$ cat src/rtl/tick_scheduler_pkg.sv
// Shared types and constants for the tick scheduler: run-control states,
// reset-time divisor/ratio and the clamp floors applied to new configurations.
package tick_scheduler_pkg;

    typedef enum logic [1:0] {
        ST_IDLE     = 2'd0,
        ST_RUN      = 2'd1,
        ST_STOPPING = 2'd2
    } state_t;

    localparam int DEF_DIV_M = 12500;
    localparam int DEF_RATIO = 4;
    localparam int MIN_DIV   = 2;
    localparam int MIN_RATIO = 1;

endpackage

$ cat src/rtl/tick_divider.sv
// Loadable modulo counter with a combinational wrap flag; counts 0..modulus-1
// while enabled and reports wrap on the last count.
module tick_divider #(
    parameter int W = 8
) (
    input  logic         clk,
    input  logic         rst,
    input  logic         load,
    input  logic [W-1:0] load_val,
    input  logic         en,
    input  logic [W-1:0] modulus,
    output logic [W-1:0] cnt,
    output logic         wrap
);

    assign wrap = en && (cnt == modulus - W'(1));

    always_ff @(posedge clk) begin
        if (rst) begin
            cnt <= '0;
        end else if (load) begin
            cnt <= load_val;
        end else if (en) begin
            cnt <= wrap ? '0 : cnt + W'(1);
        end
    end

endmodule

$ cat src/rtl/tick_scheduler.sv
// Run-control scheduler producing phase-aligned, registered symbol and level
// tick enables with glitch-free start/stop and level-boundary reconfiguration.
module tick_scheduler
    import tick_scheduler_pkg::*;
#(
    parameter int CNT_W     = 14,
    parameter int RAT_W     = 4,
    parameter int DEF_DIV_M = tick_scheduler_pkg::DEF_DIV_M,
    parameter int DEF_RATIO = tick_scheduler_pkg::DEF_RATIO
) (
    input  logic             clk,
    input  logic             rst,
    input  logic             start,
    input  logic             stop,
    input  logic             cfg_valid,
    output logic             cfg_ready,
    input  logic [CNT_W-1:0] cfg_div_m,
    input  logic [RAT_W-1:0] cfg_ratio,
    output logic             tick_m,
    output logic             tick_level,
    output logic [RAT_W-1:0] m_idx,
    output logic             running,
    output logic             busy_cfg,
    output state_t           state_dbg,
    output logic [CNT_W-1:0] div_cnt_dbg
);

    state_t           state_q, state_d;
    logic             start_run;
    logic             is_idle;
    logic [CNT_W-1:0] div_act_q, div_shd_q, div_in;
    logic [RAT_W-1:0] rat_act_q, rat_shd_q, rat_in;
    logic             busy_q;
    logic             tick_m_q, tick_level_q;
    logic             cfg_fire;
    logic [CNT_W-1:0] sym_cnt;
    logic             sym_wrap;
    logic [RAT_W-1:0] rat_cnt;
    logic             rat_wrap;

    // Config handshake: a word transfers on a cycle where cfg_valid && cfg_ready;
    // cfg_ready is low while a shadowed word waits for the next level boundary.
    assign cfg_ready = !busy_q;
    assign cfg_fire  = cfg_valid && cfg_ready;
    assign is_idle   = (state_q == ST_IDLE);

    assign div_in = (cfg_div_m < CNT_W'(MIN_DIV))   ? CNT_W'(MIN_DIV)   : cfg_div_m;
    assign rat_in = (cfg_ratio < RAT_W'(MIN_RATIO)) ? RAT_W'(MIN_RATIO) : cfg_ratio;

    always_comb begin
        state_d   = state_q;
        start_run = 1'b0;
        case (state_q)
            ST_IDLE: begin
                if (start) begin
                    state_d   = ST_RUN;
                    start_run = 1'b1;
                end
            end
            ST_RUN: begin
                if (stop) state_d = ST_RUN == ST_RUN ? ST_STOPPING : ST_RUN;
            end
            ST_STOPPING: begin
                if (start)             state_d = ST_RUN;
                else if (tick_level_q) state_d = ST_IDLE;
            end
            default: state_d = ST_IDLE;
        endcase
    end

    always_ff @(posedge clk) begin
        if (rst) state_q <= ST_IDLE;
        else     state_q <= state_d;
    end

    // The start cycle itself counts as symbol count 0, so the first wrap lands
    // div-1 cycles later and its registered tick appears div cycles after start.
    tick_divider #(.W(CNT_W)) u_sym_div (
        .clk      (clk),
        .rst      (rst),
        .load     (is_idle),
        .load_val (start_run ? CNT_W'(1) : CNT_W'(0)),
        .en       (!is_idle),
        .modulus  (div_act_q),
        .cnt      (sym_cnt),
        .wrap     (sym_wrap)
    );

    tick_divider #(.W(RAT_W)) u_rat_div (
        .clk      (clk),
        .rst      (rst),
        .load     (is_idle),
        .load_val (RAT_W'(0)),
        .en       (sym_wrap),
        .modulus  (rat_act_q),
        .cnt      (rat_cnt),
        .wrap     (rat_wrap)
    );

    always_ff @(posedge clk) begin
        if (rst) begin
            tick_m_q     <= 1'b0;
            tick_level_q <= 1'b0;
        end else begin
            tick_m_q     <= sym_wrap;
            tick_level_q <= rat_wrap;
        end
    end

    // Shadowed words land while tick_level is visible: both counters sit at
    // zero then, so the new period begins cleanly on the following count.
    always_ff @(posedge clk) begin
        if (rst) begin
            div_act_q <= CNT_W'(DEF_DIV_M);
            rat_act_q <= RAT_W'(DEF_RATIO);
            div_shd_q <= '0;
            rat_shd_q <= '0;
            busy_q    <= 1'b0;
        end else begin
            if (cfg_fire && is_idle) begin
                div_act_q <= div_in;
                rat_act_q <= rat_in;
            end else if (cfg_fire) begin
                div_shd_q <= div_in;
                rat_shd_q <= rat_in;
                busy_q    <= 1'b1;
            end
            if (busy_q && tick_level_q) begin
                div_act_q <= div_shd_q;
                rat_act_q <= rat_shd_q;
                busy_q    <= 1'b0;
            end
        end
    end

    assign tick_m      = tick_m_q;
    assign tick_level  = tick_level_q;
    assign m_idx       = rat_cnt;
    assign running     = !is_idle;
    assign busy_cfg    = busy_q;
    assign state_dbg   = state_q;
    assign div_cnt_dbg = sym_cnt;

endmodule

$ cat config.mk
export PLATFORM = sky130hd
export DESIGN_NAME = tick_scheduler
export DESIGN_NICKNAME = d
export VERILOG_FILES = /design/src/rtl/tick_scheduler_pkg.sv /design/src/rtl/tick_divider.sv /design/src/rtl/tick_scheduler.sv
export SDC_FILE = /design/constraint.sdc
export NUM_CORES = 1
export LEC_CHECK = 0
export ABC_AREA = 1
export CORE_MARGIN = 5
export CORE_UTILIZATION = 30
export CTS_CLUSTER_DIAMETER = 120
export DETAILED_ROUTE_END_ITERATION = 16
export GPL_ROUTABILITY_DRIVEN = 0
export SKIP_LAST_GASP = 1
export SLEW_MARGIN = 25
export SYNTH_ARGS = -nofsm -noshare
export SYNTH_HDL_FRONTEND = slang
export SYNTH_HIERARCHICAL = 1
export SYNTH_SLANG_ARGS = --single-unit
$ cat constraint.sdc
create_clock -name clk -period 3.43 [get_ports clk]
set_clock_uncertainty 0.2 [all_clocks]
set_input_delay 1.029 -clock clk [delete_from_list [all_inputs] [get_ports clk]]
set_output_delay 1.029 -clock clk [all_outputs]
set_load 0.01 [all_outputs]
==> insert_results.sql <==
INSERT INTO impl_metrics (metric_group, metric, value, unit) VALUES
('die', 'floorplan.io_pins', '48', ''),
('global_routing', 'grt_remaining_overflow', '0', ''),
('routing', 'wl', '9.15', 'mm'),
('clock_network', 'cts-root-to-sink-buffers', '2', ''),
('status', 'result_of_the_run', 'finished clean', ''),
('worst_setup_path', 'worst_setup_path_end_kind', 'flip-flop', ''),
('clock_network', 'clk_pin_slew', '0.06', 'ns'),
('logic_synthesis', 'ys_top_cells_by_area', 'sky130_fd_sc_hd__dfxtp_1 34%, sky130_fd_sc_hd__nand2_1 14%, sky130_fd_sc_hd__nor2_1 7.3%', ''),
('layout', 'post-route-util', '0.386', ''),
('global_routing', 'vias_in_the_first_global_route', '3200', ''),
('die', 'fp.coreArea', '11500', 'µm²'),
('layout', 'layout-drive-gt1-share', '0.0914', ''),
('global_routing', 'groute.usage.overall', '0.131', ''),
('clock_network', 'clock_tree.root_cell', 'sky130_fd_sc_hd__clkbuf_16', ''),
('clock_network', 'cts.sinks', '59', ''),
('sta', 'setup_total_negative_slack', '0', 'ns'),
('logic_synthesis', 'synth_edf_count', '0', ''),
('placement', 'io_buffers', '47', ''),
('logic_synthesis', 'synth_cell_types', '38', ''),
('clock_network', 'cts_hold_repair.buffers', '0', ''),
('layout', 'final_antenna_diode_count', '0', ''),
('sta', 'final_period_minus_worst_setup_slack', '2.86', 'ns'),
('clock_network', 'cts-htree-levels', '3', ''),
('logic_synthesis', 'postSynth.asyncResetShare', '0', ''),
('logic_synthesis', 'synth_area_leader_cell', 'sky130_fd_sc_hd__dfxtp_1', ''),
('routing', 'vias_per_instance', '4.70', ''),
('clock_network', 'cts_inserted_buffers', '9', ''),
('worst_setup_path', 'regToRegSetupSlack', '0.57', 'ns'),
('sta', 'max_clock_freq', '350', 'MHz'),
('clock_network', 'tritoncts_clock_tree', 'built', ''),
('worst_setup_path', 'startpoint_type', 'flip-flop', ''),
('power_and_ir_drop', 'leakage', '1.92', 'nW'),
('global_routing', 'antenna_found_initial', '0', ''),
('logic_synthesis', 'synthesis.instances', '527', ''),
('global_routing', 'largest_net_degree_at_the_start_of_global_routing', '38', ''),
('logic_synthesis', 'synth-seq-cells', '59', ''),
('worst_setup_path', 'critical_path_required', '3.42', 'ns'),
('layout', 'syn_to_final_growth', '26.0', '%'),
('worst_setup_path', 'timing.critical_path.fanout_max', '6', ''),
('sta', 'max_slew.worst_pin.slew', '0.965', 'ns'),
('die', 'rows', '39', ''),
('routing', 'ant_nets', '0', ''),
('sta', 'timing.final.max_slew_violations', '0', ''),
('logic_synthesis', 'synth.cells.most_frequent', '135 x sky130_fd_sc_hd__nand2_1, 68 x sky130_fd_sc_hd__nor2_1, 62 x sky130_fd_sc_hd__inv_1', ''),
('logic_synthesis', 'syn_area_per_cell', '6.67', 'µm²'),
('power_and_ir_drop', 'power_density', '484', 'nW/µm²'),
('logic_synthesis', 'synth_most_common_cell', 'sky130_fd_sc_hd__nand2_1', ''),
('die', 'fp.dieArea', '14000', 'µm²'),
('min_path', 'min_path_type', 'flip-flop to flip-flop', ''),
('routing', 'dr.pass1.iters', '4', ''),
('die', 'initial_core_util', '0.306', ''),
('logic_synthesis', 'synth-seq-area-share', '0.336', ''),
('global_routing', 'grt_pass1_wl', '15.4', 'mm'),
('routing', 'drt-wirelength-per-cell', '12.5', 'µm'),
('logic_synthesis', 'synth-main-ff-cell', 'sky130_fd_sc_hd__dfxtp_1', ''),
('worst_setup_path', 'worstSetupPathType', 'flip-flop to flip-flop', ''),
('logic_synthesis', 'synthesis.yosys.warnings', '6', ''),
('logic_synthesis', 'synth.top_cell.area_share', '0.336', ''),
('routing', 'first_iter_violations', '224', ''),
('sta', 'layout_worst_path_cycle_share', '0.834', ''),
('sta', 'report.final.hold_viol_count', '0', ''),
('run', 'maxCapViolations', '0', ''),
('clock_network', 'post_cts.repair.setup_buffers', '0', ''),
('power_and_ir_drop', 'power.ir.vdd_worst', '0.000322', 'V'),
('routing', 'remaining_drc_errors', '0', ''),
('clock_network', 'clk_latency', '0.33', 'ns'),
('layout', 'finish.net_count', '613', ''),
('die', 'die_w', '118', 'µm'),
('logic_synthesis', 'mappedNetlistArea', '3510', 'µm²'),
('sta', 'rsz_0062_raised_after_global_routing', 'false', ''),
('worst_setup_path', 'arrival', '2.85', 'ns'),
('sta', 'normalized_max_slew_margin', '0.354', ''),
('placement', 'dpl.hpwl', '6.88', 'mm'),
('routing', 'routed-via-count', '3452', ''),
('clock_network', 'cts_repair_resized_insts', '0', ''),
('sta', 'setup_viol_count_final', '0', ''),
('die', 'die_h', '118', 'µm');
-- cell type report --
type                            count  area, µm²
Clock buffer                        9        225
Clock inverter                      7       76.3
Fill cell                        1213       7040
Inverter                           69        277
Multi-Input combinational cell    397       2000
Sequential cell                    59       1180
Tap cell                          143        179
Timing Repair Buffer               50        493
-- registers in the layout (all words and copies together) (netlist names) --
name,count
busy_cfg,1
div_act_q,14
div_shd_q,14
rat_act_q,4
rat_shd_q,4
state_dbg,2
tick_level,1
tick_m,1
u_rat_div/cnt,4
u_sym_div/cnt,14
-- critical path, stage by stage (launching register included) --
cell and delay [ns]:
sky130_fd_sc_hd__dfxtp_1 0.37, sky130_fd_sc_hd__inv_1 0.09, sky130_fd_sc_hd__ha_1 0.33, sky130_fd_sc_hd__nand2_1 0.08, sky130_fd_sc_hd__inv_1 0.04, sky130_fd_sc_hd__nor2_1 0.08
sky130_fd_sc_hd__nand3_1 0.07, sky130_fd_sc_hd__nor2_1 0.17, sky130_fd_sc_hd__nand2_1 0.07, sky130_fd_sc_hd__nor2_1 0.09, sky130_fd_sc_hd__nand2_1 0.07, sky130_fd_sc_hd__nor2_2 0.12
sky130_fd_sc_hd__nand3_2 0.09, sky130_fd_sc_hd__inv_1 0.18, sky130_fd_sc_hd__nand2_1 0.08, sky130_fd_sc_hd__nor2_1 0.08, sky130_fd_sc_hd__nand2_1 0.05, sky130_fd_sc_hd__nor2_1 0.13
sky130_fd_sc_hd__nand2_2 0.11, sky130_fd_sc_hd__nand2_2 0.07, sky130_fd_sc_hd__nand2_1 0.06, sky130_fd_sc_hd__nand2_1 0.08, sky130_fd_sc_hd__a21oi_2 0.05
-- routing by layer --
metal | up-vias | track usage | wire [µm]
met2 | 82 | 0.205 | 4090
met1 | 1561 | 0.179 | 4510
met3 | 4 | 0.0358 | 495
li1 | 1805 | - | -
met5 | - | 0 | 0
met4 | 0 | 0.0337 | 55
-- stage by stage --
stage	worst slack (ns)	std cells	power (W)	cell area, µm²	hold slack (ns)
2_1_floorplan	0.875	543	0.00111	3570	0.234
3_3_place_gp	0.686	718	0.00124	4130	0.244
3_5_place_dp	0.601	718	0.00125	4130	0.246
4_1_cts	0.584	734	0.00216	4430	0.258
5_1_grt	0.246	734	0.00226	4430	0.279
6_report	0.570	734	0.00214	4430	0.260
-- cells in the final DEF (no fill, tap or decap), types with 5 or more instances in the layout --
cell and count:
sky130_fd_sc_hd__a211oi_1 6, sky130_fd_sc_hd__a21oi_1 36, sky130_fd_sc_hd__a22oi_1 19, sky130_fd_sc_hd__clkbuf_16 9
sky130_fd_sc_hd__clkdlybuf4s50_1 47, sky130_fd_sc_hd__conb_1 17, sky130_fd_sc_hd__dfxtp_1 59, sky130_fd_sc_hd__inv_1 62
sky130_fd_sc_hd__nand2_1 135, sky130_fd_sc_hd__nand2_2 5, sky130_fd_sc_hd__nand3_1 23, sky130_fd_sc_hd__nand4_1 9
sky130_fd_sc_hd__nor2_1 68, sky130_fd_sc_hd__nor2_2 8, sky130_fd_sc_hd__o21ai_0 20, sky130_fd_sc_hd__xor2_1 12
-- kinds of logic (layout without fill, tap and decap cells) --
kind of cell / after synthesis / in the layout / share of synthesized area
buf+inv: 87 / 135 / 0.113
fa+ha+maj: 4 / 4 / 0.0142
compound gates: 94 / 94 / 0.161
xor+xnor: 17 / 17 / 0.0463
other cells: 1 / 17 / 0.00107
simple gates: 265 / 265 / 0.328
flops: 59 / 59 / 0.336
-- path summary, 6_finish.rpt --
check                 from                to  depth (start not counted)
min          div_shd_q[11]     div_shd_q[11]                          2
max           div_act_q[0]  u_rat_div/cnt[3]                         22
min reg2reg  div_shd_q[11]     div_shd_q[11]                          2
max reg2reg   div_act_q[0]  u_rat_div/cnt[3]                         22
-- report_power, final --
group / switching, W / internal [W]
sequential: 0.0000751 / 0.000744
clock: 0.000337 / 0.000566
combinational: 0.000231 / 0.000189
total: 0.000643 / 0.00150
(Power assumes the default switching activity.)
